### config.mk
export PLATFORM = sky130hd
export DESIGN_NAME = byte_striping_n_flat
export DESIGN_NICKNAME = d
export VERILOG_FILES = /design/src/rtl/byte_striping_n_if.sv /design/src/rtl/byte_striping_n.sv /design/src/flat_wrapper.sv
export SDC_FILE = /design/constraint.sdc
export NUM_CORES = 1
export LEC_CHECK = 0
export ABC_AREA = 1
export CAP_MARGIN = 15
export CORE_ASPECT_RATIO = 0.5
export CORE_MARGIN = 1.5
export CORE_UTILIZATION = 46
export DETAILED_ROUTE_END_ITERATION = 12
export GPL_TIMING_DRIVEN = 0
export PLACE_DENSITY = 0.76
export RECOVER_POWER = 100
export SLEW_MARGIN = 40
export SYNTH_ARGS = -nofsm -noshare
export SYNTH_HDL_FRONTEND = slang
export SYNTH_SLANG_ARGS = --single-unit
### constraint.sdc
create_clock -name clk_2f -period 1.82 [get_ports clk_2f]
set_input_delay 0.182 -clock clk_2f [delete_from_list [all_inputs] [get_ports clk_2f]]
set_output_delay 0.182 -clock clk_2f [all_outputs]
set_load 0.005 [all_outputs]
### src/rtl/byte_striping_n_if.sv
// Striping bus between a word producer and the byte_striping_n lane fan-out.
//   valid_in    : data_in carries a word this cycle
//   data_in     : input word (WIDTH bits)
//   lane_cnt_m1 : active lanes minus one, applied at group boundaries
//   flush       : close a partially filled group
//   lane_data   : LANES packed lane registers, lane k at [k*WIDTH +: WIDTH]
//   lane_valid  : one-hot marker of the lane written on the previous edge
//   lane_ptr    : lane the next accepted word will target
//   group_done  : one-cycle pulse when a group closes
//   word_count  : accepted words, modulo 2^16
// master modport: producer side; slave modport: the striping block.
interface byte_striping_n_if #(
  parameter int unsigned WIDTH = 32,
  parameter int unsigned LANES = 4
);
  localparam int unsigned LW = $clog2(LANES);
  localparam int unsigned CW = 16;

  logic                   valid_in;
  logic [WIDTH-1:0]       data_in;
  logic [LW-1:0]          lane_cnt_m1;
  logic                   flush;
  logic [LANES*WIDTH-1:0] lane_data;
  logic [LANES-1:0]       lane_valid;
  logic [LW-1:0]          lane_ptr;
  logic                   group_done;
  logic [CW-1:0]          word_count;

  modport master (
    output valid_in, data_in, lane_cnt_m1, flush,
    input  lane_data, lane_valid, lane_ptr, group_done, word_count
  );

  modport slave (
    input  valid_in, data_in, lane_cnt_m1, flush,
    output lane_data, lane_valid, lane_ptr, group_done, word_count
  );
endinterface

### src/rtl/byte_striping_n.sv
// Round-robin word striper: each accepted word lands in the lane named by
// lane_ptr; the lane pointer wraps after (lane_cnt_m1+1) words or on flush.
// The lane count is sampled only at a group boundary so a mode change never
// splits a group.
//   clk_2f  : clock, all state on rising edge
//   reset_L : asynchronous active-low reset
//   bus     : byte_striping_n_if slave modport (inputs and registered outputs)
module byte_striping_n #(
  parameter int unsigned WIDTH = 32,
  parameter int unsigned LANES = 4
) (
  input  logic              clk_2f,
  input  logic              reset_L,
  byte_striping_n_if.slave  bus
);

  localparam int unsigned LW = $clog2(LANES);
  localparam int unsigned CW = 16;

  // Only power-of-two lane counts from 2 to 8 are supported.
  generate
    if (LANES != 2 && LANES != 4 && LANES != 8) begin : g_bad_lanes
      $error("byte_striping_n: LANES must be 2, 4 or 8");
    end
  endgenerate

  // Registered state
  logic [LANES*WIDTH-1:0] lane_data_q,  lane_data_d;
  logic [LANES-1:0]       lane_valid_q, lane_valid_d;
  logic [LW-1:0]          lane_ptr_q,   lane_ptr_d;
  logic                   group_done_q, group_done_d;
  logic [CW-1:0]          word_count_q, word_count_d;
  logic [LW-1:0]          cur_cfg_q,    cur_cfg_d;

  // Combinational helpers
  logic [LW-1:0]          cfg_c;
  logic                   last_c;

  // State register
  always_ff @(posedge clk_2f or negedge reset_L) begin
    if (!reset_L) begin
      lane_data_q  <= '0;
      lane_valid_q <= '0;
      lane_ptr_q   <= '0;
      group_done_q <= 1'b0;
      word_count_q <= '0;
      cur_cfg_q    <= '0;
    end else begin
      lane_data_q  <= lane_data_d;
      lane_valid_q <= lane_valid_d;
      lane_ptr_q   <= lane_ptr_d;
      group_done_q <= group_done_d;
      word_count_q <= word_count_d;
      cur_cfg_q    <= cur_cfg_d;
    end
  end

  // Next-state: lane write, pointer advance, group close
  always_comb begin
    // At a group boundary the live lane count is used, otherwise the one
    // captured when the group opened.
    cfg_c  = (lane_ptr_q == '0) ? bus.lane_cnt_m1 : cur_cfg_q;
    last_c = (lane_ptr_q == cfg_c);

    lane_data_d  = lane_data_q;
    lane_valid_d = '0;
    lane_ptr_d   = lane_ptr_q;
    group_done_d = 1'b0;
    word_count_d = word_count_q;
    cur_cfg_d    = cfg_c;

    if (bus.valid_in) begin
      for (int k = 0; k < LANES; k++) begin
        if (lane_ptr_q == LW'(k)) begin
          lane_data_d[k*WIDTH +: WIDTH] = bus.data_in;
          lane_valid_d[k]               = 1'b1;
        end
      end
      word_count_d = word_count_q + CW'(1);
      // Flush with a word closes the group after that word is placed.
      if (last_c || bus.flush) begin
        lane_ptr_d   = '0;
        group_done_d = 1'b1;
      end else begin
        lane_ptr_d = lane_ptr_q + LW'(1);
      end
    end else if (bus.flush && (lane_ptr_q != '0)) begin
      lane_ptr_d   = '0;
      group_done_d = 1'b1;
    end
  end

  assign bus.lane_data  = lane_data_q;
  assign bus.lane_valid = lane_valid_q;
  assign bus.lane_ptr   = lane_ptr_q;
  assign bus.group_done = group_done_q;
  assign bus.word_count = word_count_q;

  // At most one lane is marked written per cycle.
  a_valid_onehot: assert property (
    @(posedge clk_2f) disable iff (!reset_L) $onehot0(lane_valid_q)
  );

  // Inside a group the pointer never passes the latched lane count.
  a_ptr_in_group: assert property (
    @(posedge clk_2f) disable iff (!reset_L)
      (lane_ptr_q == '0) || (lane_ptr_q <= cur_cfg_q)
  );

endmodule

### src/flat_wrapper.sv
// flat-port wrapper written by rule: the top's interface ports become plain ports
module byte_striping_n_flat 
#(
  parameter int unsigned WIDTH = 32,
  parameter int unsigned LANES = 4
)
  (clk_2f, reset_L, bus_valid_in, bus_data_in, bus_lane_cnt_m1, bus_flush, bus_lane_data, bus_lane_valid, bus_lane_ptr, bus_group_done, bus_word_count);
  byte_striping_n_if #(.WIDTH(WIDTH), .LANES(LANES)) bus_i ();
  input  logic clk_2f;
  input  logic reset_L;
  input wire logic [$bits(bus_i.valid_in)-1:0] bus_valid_in;
  input wire logic [$bits(bus_i.data_in)-1:0] bus_data_in;
  input wire logic [$bits(bus_i.lane_cnt_m1)-1:0] bus_lane_cnt_m1;
  input wire logic [$bits(bus_i.flush)-1:0] bus_flush;
  output wire logic [$bits(bus_i.lane_data)-1:0] bus_lane_data;
  output wire logic [$bits(bus_i.lane_valid)-1:0] bus_lane_valid;
  output wire logic [$bits(bus_i.lane_ptr)-1:0] bus_lane_ptr;
  output wire logic [$bits(bus_i.group_done)-1:0] bus_group_done;
  output wire logic [$bits(bus_i.word_count)-1:0] bus_word_count;
  assign bus_i.valid_in = bus_valid_in;
  assign bus_i.data_in = bus_data_in;
  assign bus_i.lane_cnt_m1 = bus_lane_cnt_m1;
  assign bus_i.flush = bus_flush;
  assign bus_lane_data = bus_i.lane_data;
  assign bus_lane_valid = bus_i.lane_valid;
  assign bus_lane_ptr = bus_i.lane_ptr;
  assign bus_group_done = bus_i.group_done;
  assign bus_word_count = bus_i.word_count;
  byte_striping_n #(.WIDTH(WIDTH), .LANES(LANES)) u_core (.clk_2f(clk_2f), .reset_L(reset_L), .bus(bus_i));
endmodule
==> results of run 1 <==
## cell families after synthesis
family                     after synthesis  share of synthesized area
DFF                                    153                     0.6578
xor gates and xnor gates                11                    0.01655
and+or+nand+nor                        203                     0.1419
buffers and inverters                   86                    0.06126
AOI/OAI and AO/OA                      130                     0.1118
adders and majority gates                5                    0.01075
## cell usage in the layout (no fill, tap or decap), drive strengths merged
| master | synthesis | layout |
|---|---|---|
| dlygate4sd3 | 0 | 152 |
| clkinv | 0 | 3 |
| clkbuf | 13 | 43 |
| nand3 | 12 | 12 |
| a21oi | 2 | 2 |
| nor3 | 3 | 3 |
| nor2 | 11 | 11 |
| bufinv | 0 | 6 |
| nand2 | 174 | 174 |
| dfrtp | 153 | 153 |
| xor2 | 7 | 7 |
| buf | 16 | 8 |
| nand4 | 3 | 3 |
| ha | 5 | 5 |
| xnor2 | 4 | 4 |
| clkdlybuf4s50 | 0 | 36 |
| inv | 57 | 60 |
| clkinvlp | 0 | 1 |
| o21ai | 128 | 128 |
## layer usage
layer / vias up / wire, um
li1: 2295 / -
met1: 2387 / 7053
met2: 139 / 7993
met3: 29 / 725
met4: 0 / 376
met5: - / 0
## sequential cells by signal (all words and copies together) (netlist names)
signal,count
u_core.bus.group_done,1
u_core.bus.lane_data,128
u_core.bus.lane_ptr,2
u_core.bus.lane_valid,4
u_core.bus.word_count,16
u_core.cur_cfg_q,2
## critical path: stages (launching register included)
cell     delay, ps
dfrtp_2        440
inv_1          100
ha_1           260
nand2_1        100
buf_2          220
buf_2          290
o21ai_0        140
## final cells by class
| cell class | instances | area [um^2] |
|---|---|---|
| fill | 877 | 3463 |
| inverter | 57 | 214.0 |
| multi-input combinational | 349 | 1608 |
| sequential | 153 | 3830 |
| timing repair buffer | 191 | 1932 |
| tap | 165 | 206.4 |
| clock inverter | 13 | 240.2 |
| clock buffer | 19 | 442.9 |
| buffer | 29 | 150.1 |
## worst paths after layout
| check | start | depth (start not counted) | to | slack, ps |
|---|---|---|---|---|
| setup / recovery | u_core.bus.lane_ptr[0] | 6 | u_core.bus.lane_data[14] | 130 |
| hold reg to reg | u_core.bus.lane_data[118] | 2 | u_core.bus.lane_data[118] | 480 |
| setup reg to reg | u_core.bus.lane_ptr[0] | 6 | u_core.bus.lane_data[14] | 130 |
| min in group clk_2f | bus_data_in[9] | 3 | u_core.bus.lane_data[105] | 380 |
| max in group asynchronous | reset_L | 4 | u_core.bus.lane_data[51] | 230 |
| hold / removal | reset_L | 2 | u_core.bus.lane_data[28] | 160 |
## where the power goes
part	internal [mW]	leakage [nW]	total, mW	switching, mW
Sequential	4.88	1.94	5.75	0.862
Clock	2.63	0.329	4.07	1.44
Combinational	2.69	2.09	5.00	2.31
## timing repair
action	4_1_cts	5_1_grt
buffers inserted	0	0
resized for setup	1	7
setup endpoints to repair	2	45
endpoints found under the hold margin	84	0
hold buffers	1	0
cloned	0	0
pin swaps	0	0
## per-stage QoR
step	area [um^2]	TNS, ps
floorplan	5821	0
global placement	7909	-831110
detailed placement	7969	0
CTS	8665	0
global route	8623	0
finish	8623	0
==> reports/results.ini, run 1 <==
[job]
max_cap_viol_count=0

[finish]
drive_gt1_frac=0.07645
antenna_cells=0
final_cells=976
fin_util=0.7135
areaGrowthSynthToFinish_pct=48.15
nNetsFinal=841

[timing]
post-route-period-util=0.9279
finalClockSkew_ps=8.224
finalHoldViolCount=0
tightestPinTransition_ps=928.4
final_max_slew_viol_count=0
hold_slack_ps=164.5
setup_viol=0
rsz0062_at_grt=false
fmax_mhz=592.2
slew_headroom=0.3811
final.min_clock_period_ps=1689
setup_ws_ps=131.3

[synthesis]
synth_flop_cell=dfrtp_1
synth_fp_nets=631
synth_area_leader_cell=dfrtp_1
synthCells=588
synth-seq-area-share=0.6578
yosysWarnings=0
avgSynthCellArea_um2=9.899
netlist-cell-type-count=21
yosysMostFrequentCell=nand2_1
netlist.area_leader.share=0.6578
synth_seq_cells=153
async_reset_ff_frac=1.000
synthTopCellsByCount=171 x nand2_1, 153 x dfrtp_1, 128 x o21ai_0
synthTopCellsByArea=dfrtp_1 66%, nand2_1 11%, o21ai_0 11%
synth-edff-count=0
syn_area_mm2=0.005821

[placed_design]
dp_slack_ps=29.21
dp_hpwl_mm=11.11
gp_congestion=0.8389
place_inst=943
io_buffers=188

[clocking]
cts_tree=yes
cts-buffers-inserted=17
cts_max_level=4
cts_buffer_depth=2
cts.clk_slew.worst_paths_ps=60
clk_latency_ps=420
clock_sinks=153
cts_root_buf=clkbuf_16

[floorplan]
ios=189
die-area_mm2=0.01338
die_y_um=82.54
core_mm2=0.01209
initial_core_util=0.4816
die_x_um=162.1
row_count=28

[setup_path]
cp_data_required_time_ps=2110
critPathLaunchType=flip-flop
worstPathArrival_ps=1980
crit_fanout=10
worstSetupPathType=reg2reg
worst_setup_path_end_kind=flip-flop

[global_routing]
grt_pass1_vias=4791
grtUsageMet3=0.05245
grt-ovfl-total=0
use_met1=0.3161
top_usage_layer=met2
track_usage=0.2505
grt_pass1_wl_mm=25.49
grt_max_degree=70
met2_usage=0.4275
antenna_found_initial=0

[drt]
drt-total-wl_mm=16.15
initialDrtViolationCount=352
avgRoutedWirePerCell_um=16.55
vias_per_cell=4.969
drc_errors=0
firstDrtPassIters=6
vias=4850
final_antenna_net_count=0

[pwr]
total_power_mw=14.82
p_leak_nw=4.352
p_per_area_mw_per_mm2=1719
peakVddDrop_mv=0.7533

[hold_path]
hp-class=in2async

[status]
status=finished, final reports clean

Note: power is estimated with default switching activity, not from simulation.
==> run 2: changes to the inputs <==
Settings changed: CORE_UTILIZATION 46 to 35, CTS_CLUSTER_DIAMETER set to 100, PLACE_DENSITY 0.76 to 0.6, SETUP_SLACK_MARGIN set to 0.3.
==> run 2 against run 1 <==
Count of clock-buffer cells in the layout down 2. Hold slack better by 32 ps. Largest cell class unchanged. Sequential cell count unchanged. Via count up 0.97%. Final area up 3.6%. Core utilization down 17 points. Fmax up 5.9%. Critical path depth down 5.
==> reports/results.ini, run 2 (synthesis gave the netlist of run 1 again) <==
[status]
status=finished, final reports clean

[setup_path]
worst_path_max_delay_cell=dlygate4sd3_1
crit_cells=1
worstSetupPathType=reg2out
critPathLaunchType=flip-flop
crit_chain=dlygate4sd3_1
cp-startpoint=u_core.bus.lane_data[19]
crit_fanout=2
cpLargestDelayFamily=buffers and inverters
r2r_start=u_core.bus.lane_ptr[0]
path_buf_inv=1
max_stage_delay_ps=620
r2r_cells=5
worstPathArrival_ps=1410
regToRegSetupSlack_ps=240
cp_data_required_time_ps=1640
worst_setup_path_end_kind=output port

[global_routing]
antenna_found_initial=0
grt-ovfl-total=0
grt_pass1_wl_mm=25.83
grt_pass1_vias=4785
grt_max_degree=72
track_usage=0.1957

[drt]
avgRoutedWirePerCell_um=15.59
initialDrtViolationCount=296
final_antenna_net_count=0
vias_per_cell=4.607
vias=4897
firstDrtPassIters=4
drc_errors=0
drt-total-wl_mm=16.57

[timing]
slew_headroom=0.5628
fmax_mhz=627.2
tightestPinTransition_ps=655.8
hold_slack_ps=196.6
finalHoldViolCount=0
setup_ws_ps=225.5
final.min_clock_period_ps=1594
final_max_slew_viol_count=0
rsz0062_at_grt=true
post-route-period-util=0.8761
finalClockSkew_ps=9.212
setup_viol=0

[floorplan]
row_count=33
ios=189
die_x_um=185.4
die_y_um=94.19
initial_core_util=0.3569
core_mm2=0.01631
die-area_mm2=0.01746

[placed_design]
place_inst=1005
io_buffers=188
dp_slack_ps=19.08
dp_hpwl_mm=11.65
gp_congestion=0.8024

[clocking]
cts_root_buf=clkbuf_16
cts_max_level=4
cts.clk_slew.worst_paths_ps=70
clk_latency_ps=410
clock_sinks=153
cts_tree=yes
cts_buffer_depth=2
cts-buffers-inserted=17

[job]
max_cap_viol_count=0

[pwr]
p_per_area_mw_per_mm2=1658
p_leak_nw=4.441
total_power_mw=14.81
peakVddDrop_mv=0.7692

[finish]
largest_reg_flops=128
final_common_cell=nand2_1
areaGrowthSynthToFinish_pct=53.44
drive_gt1_frac=0.1160
most-common-layout-cells=172 x nand2_1, 152 x dfrtp_1, 125 x o21ai_0
antenna_cells=0
multi_input_area_mm2=0.001653
final_cells=1063
regArea_mm2=0.003830
nNetsFinal=866
nFillCells=1463

[hold_path]
hp-class=in2async

-- run 2: area by class of cell --
cell class	count	share of cell area
Buffer	29	0.02214
Tap cell	227	0.03180
Clock inverter	15	0.02284
Multi-Input combinational cell	349	0.1851
Inverter	57	0.02424
Sequential cell	153	0.4288
Clock buffer	17	0.04763
Timing Repair Buffer	216	0.2375
-- run 2: worst paths after layout --
| path | endpoint |
|---|---|
| setup reg to reg | u_core.bus.lane_data[35] |
| min in group clk_2f | u_core.cur_cfg_q[0] |
| max in group asynchronous | u_core.bus.lane_data[32] |
| hold / removal | u_core.bus.lane_data[82] |
| setup / recovery | bus_lane_data[19] |
| hold reg to reg | u_core.bus.lane_data[52] |
-- run 2: what timing repair did --
action / CTS / global route
endpoints found under the hold margin: 82 / 0
hold buffers: 1 / 0
resized for setup: 28 / 66
buffers inserted: 14 / 11
pin swaps: 0 / 3
endpoints found under the setup margin: 141 / 148
-- run 2: through the flow --
step / instance area, um^2 / util / setup TNS, ps
floorplan: 5821 / - / 0
finish: 8931 / 0.5476 / 0
CTS: 8847 / 0.5425 / 0
detailed placement: 8046 / 0.4934 / 0
global route: 8931 / 0.5476 / 0
global placement: 7986 / 0.4897 / -865070
-- run 2: power breakdown --
part | switching [mW] | internal, mW
registers | 0.815 | 4.88
logic | 2.40 | 2.96
clock network | 1.53 | 2.22
total | 4.75 | 10.1
-- run 2: layer usage --
layer | share of wire | track usage | vias up
met5 | 0 | 0 | -
met4 | 0.018 | 0.06707 | 0
met3 | 0.045 | 0.03915 | 23
met2 | 0.48 | 0.3208 | 122
met1 | 0.46 | 0.2595 | 2407
li1 | - | - | 2345
==> run 3: changes to the inputs <==
Settings changed: CORE_UTILIZATION 35 to 46, CTS_CLUSTER_DIAMETER 100 to not set, PLACE_DENSITY 0.6 to 0.76.
==> run 3 against run 2 <==
Clock power is 8.5% higher. Setup slack better by 5.5 ps. Count of clock-buffer cells in the layout increased by 2. Global-route usage rose by 5.7 points. Core utilization increased by 19 points. Clock skew fell by 1.3 ps. Non-clock buffer count rose by 1. Cell count down 5.7%. Combinational power up 2%. Highest routed layer unchanged. Sequential share of layout area increased by 0.060 points.
==> reports/results.ini, run 3 (synthesis gave the netlist of run 1 again) <==
[status]
status=finished, final reports clean

[drt]
final_antenna_net_count=0
wl_met3_um=814
route.met2.wl_mm=8.282
firstDrtPassIters=8
drt-total-wl_mm=16.67
initialDrtViolationCount=276
wl_met1_mm=7.154
top_layer=met4
vias=5032
vias_per_cell=5.022
avgRoutedWirePerCell_um=16.64
drc_errors=0

[floorplan]
core_mm2=0.01209
die_y_um=82.54
ios=189
row_count=28
die-area_mm2=0.01338
initial_core_util=0.4816
die_x_um=162.1

[clocking]
cts_tree=yes
clk_latency_ps=420
cts.clk_slew.worst_paths_ps=60
cts-buffers-inserted=17
clock_sinks=153
cts_root_buf=clkbuf_16
cts_max_level=4
cts_buffer_depth=2

[setup_path]
r2r-end=u_core.bus.word_count[8]
cpLargestDelayFamily=buffers and inverters
critPathLaunchType=flip-flop
r2r_start=u_core.bus.word_count[0]
worst_path_max_delay_cell=dlygate4sd3_1
crit_fanout=2
crit_chain=dlygate4sd3_1
cp-startpoint=u_core.bus.word_count[6]
worstSetupPathType=reg2out
cp_data_required_time_ps=1640
worst_setup_path_end_kind=output port
path_buf_inv=1
crit_cells=1
worstPathArrival_ps=1410
r2r_cells=8
regToRegSetupSlack_ps=260
max_stage_delay_ps=580

[finish]
final_common_cell=nand2_1
stdcell_area_mm2=0.008919
fin_util=0.7379
final_cells=1002
antenna_cells=0
most-common-layout-cells=173 x nand2_1, 152 x dfrtp_1, 129 x dlygate4sd3_1
nNetsFinal=867
largest_reg_flops=128
drive_gt1_frac=0.1111
areaGrowthSynthToFinish_pct=53.22

[placed_design]
io_buffers=188
place_inst=943
dp_hpwl_mm=11.11
placed_cell_area_mm2=0.007969
gp_congestion=0.8389
dp_slack_ps=29.21

[timing]
final_max_slew_viol_count=0
tightestPinTransition_ps=613.0
setup_ws_ps=231.0
setup_viol=0
finalClockSkew_ps=7.942
finalHoldViolCount=0
hold_slack_ps=169.3
post-route-period-util=0.8731
slew_headroom=0.5913
finalSetupTns_ps=0
rsz0062_at_grt=false
fmax_mhz=629.3
final.min_clock_period_ps=1589

[global_routing]
track_usage=0.2529
grt_pass1_vias=4854
grt_max_degree=70
grt_pass1_wl_mm=25.71
grt-ovfl-total=0
antenna_found_initial=0

[pwr]
peakVddDrop_mv=0.7382
p_int_mw=10.50
power_frac_seq=0.374
pwr-share-clk=0.267
p_per_area_mw_per_mm2=1707
p_switching_mw=4.726
p_leak_nw=4.492
total_power_mw=15.22
combPwrFrac=0.359
switching_share=0.3105

[hold_path]
hp-class=in2async

[job]
max_cap_viol_count=0

==> run 3: cell types whose count changed in the layout (fill, tap and decap cells not counted), moves of 3 or more <==
| cell | before | now |
|---|---|---|
| clkdlybuf4s25_1 | 26 | 18 |
| clkbuf_8 | 0 | 5 |
| clkbuf_2 | 11 | 7 |
| bufinv_16 | 3 | 6 |
| buf_4 | 29 | 32 |
| dlygate4sd2_1 | 2 | 5 |
| inv_8 | 4 | 0 |
| dlygate4sd3_1 | 124 | 129 |
==> run 3: repair_timing <==
| action | in CTS | in global routing |
|---|---|---|
| hold buffers | 1 | 0 |
| cloned | 0 | 0 |
| pin swaps | 1 | 2 |
| setup endpoints to repair | 137 | 151 |
| gates resized for setup | 33 | 57 |
| hold endpoints to repair | 84 | 0 |
| setup buffers | 14 | 12 |
==> run 3: area by class of cell <==
class | count | area (um^2)
fillers | 856 | 3168
well taps | 165 | 206.4
plain buffers | 29 | 227.7
multi-input cells | 349 | 1640
repair buffers | 217 | 2117
clock inverters | 13 | 240.2
flip-flops and latches | 153 | 3830
clock buffers | 19 | 442.9
inverters | 57 | 214.0
==> run 3: worst register-to-register path: stages (launching register included) <==
cell and delay, ps:
dfrtp_1 350, clkbuf_1 160, ha_1 210, nand2_4 70, nor2_4 100, nand2_1 130, nor2_4 180, buf_4 140
xor2_1 140
==> run 3: layer usage <==
layer | up-vias | GRT usage
met4 | 0 | 0.1119
li1 | 2344 | -
met2 | 167 | 0.4313
met1 | 2489 | 0.3193
met5 | - | 0
met3 | 32 | 0.05345
==> run 3: worst max-delay path by stage <==
stage / end
finish: bus_word_count[6]
global route: u_core.bus.lane_data[12]
CTS: u_core.bus.lane_data[22]
detailed placement: u_core.bus.lane_data[14]
global placement: u_core.bus.lane_data[108]
floorplan: u_core.bus.lane_data[0]
==> run 3: power groups by stage <==
stage               Combinational, mW  Clock [mW]  Sequential [mW]
floorplan                        1.70           0             5.84
global placement                 5.41           0             5.79
detailed placement               5.58           0             5.81
CTS                              5.89        4.12             5.74
global route                     6.01        4.27             5.85
finish                           5.46        4.07             5.69
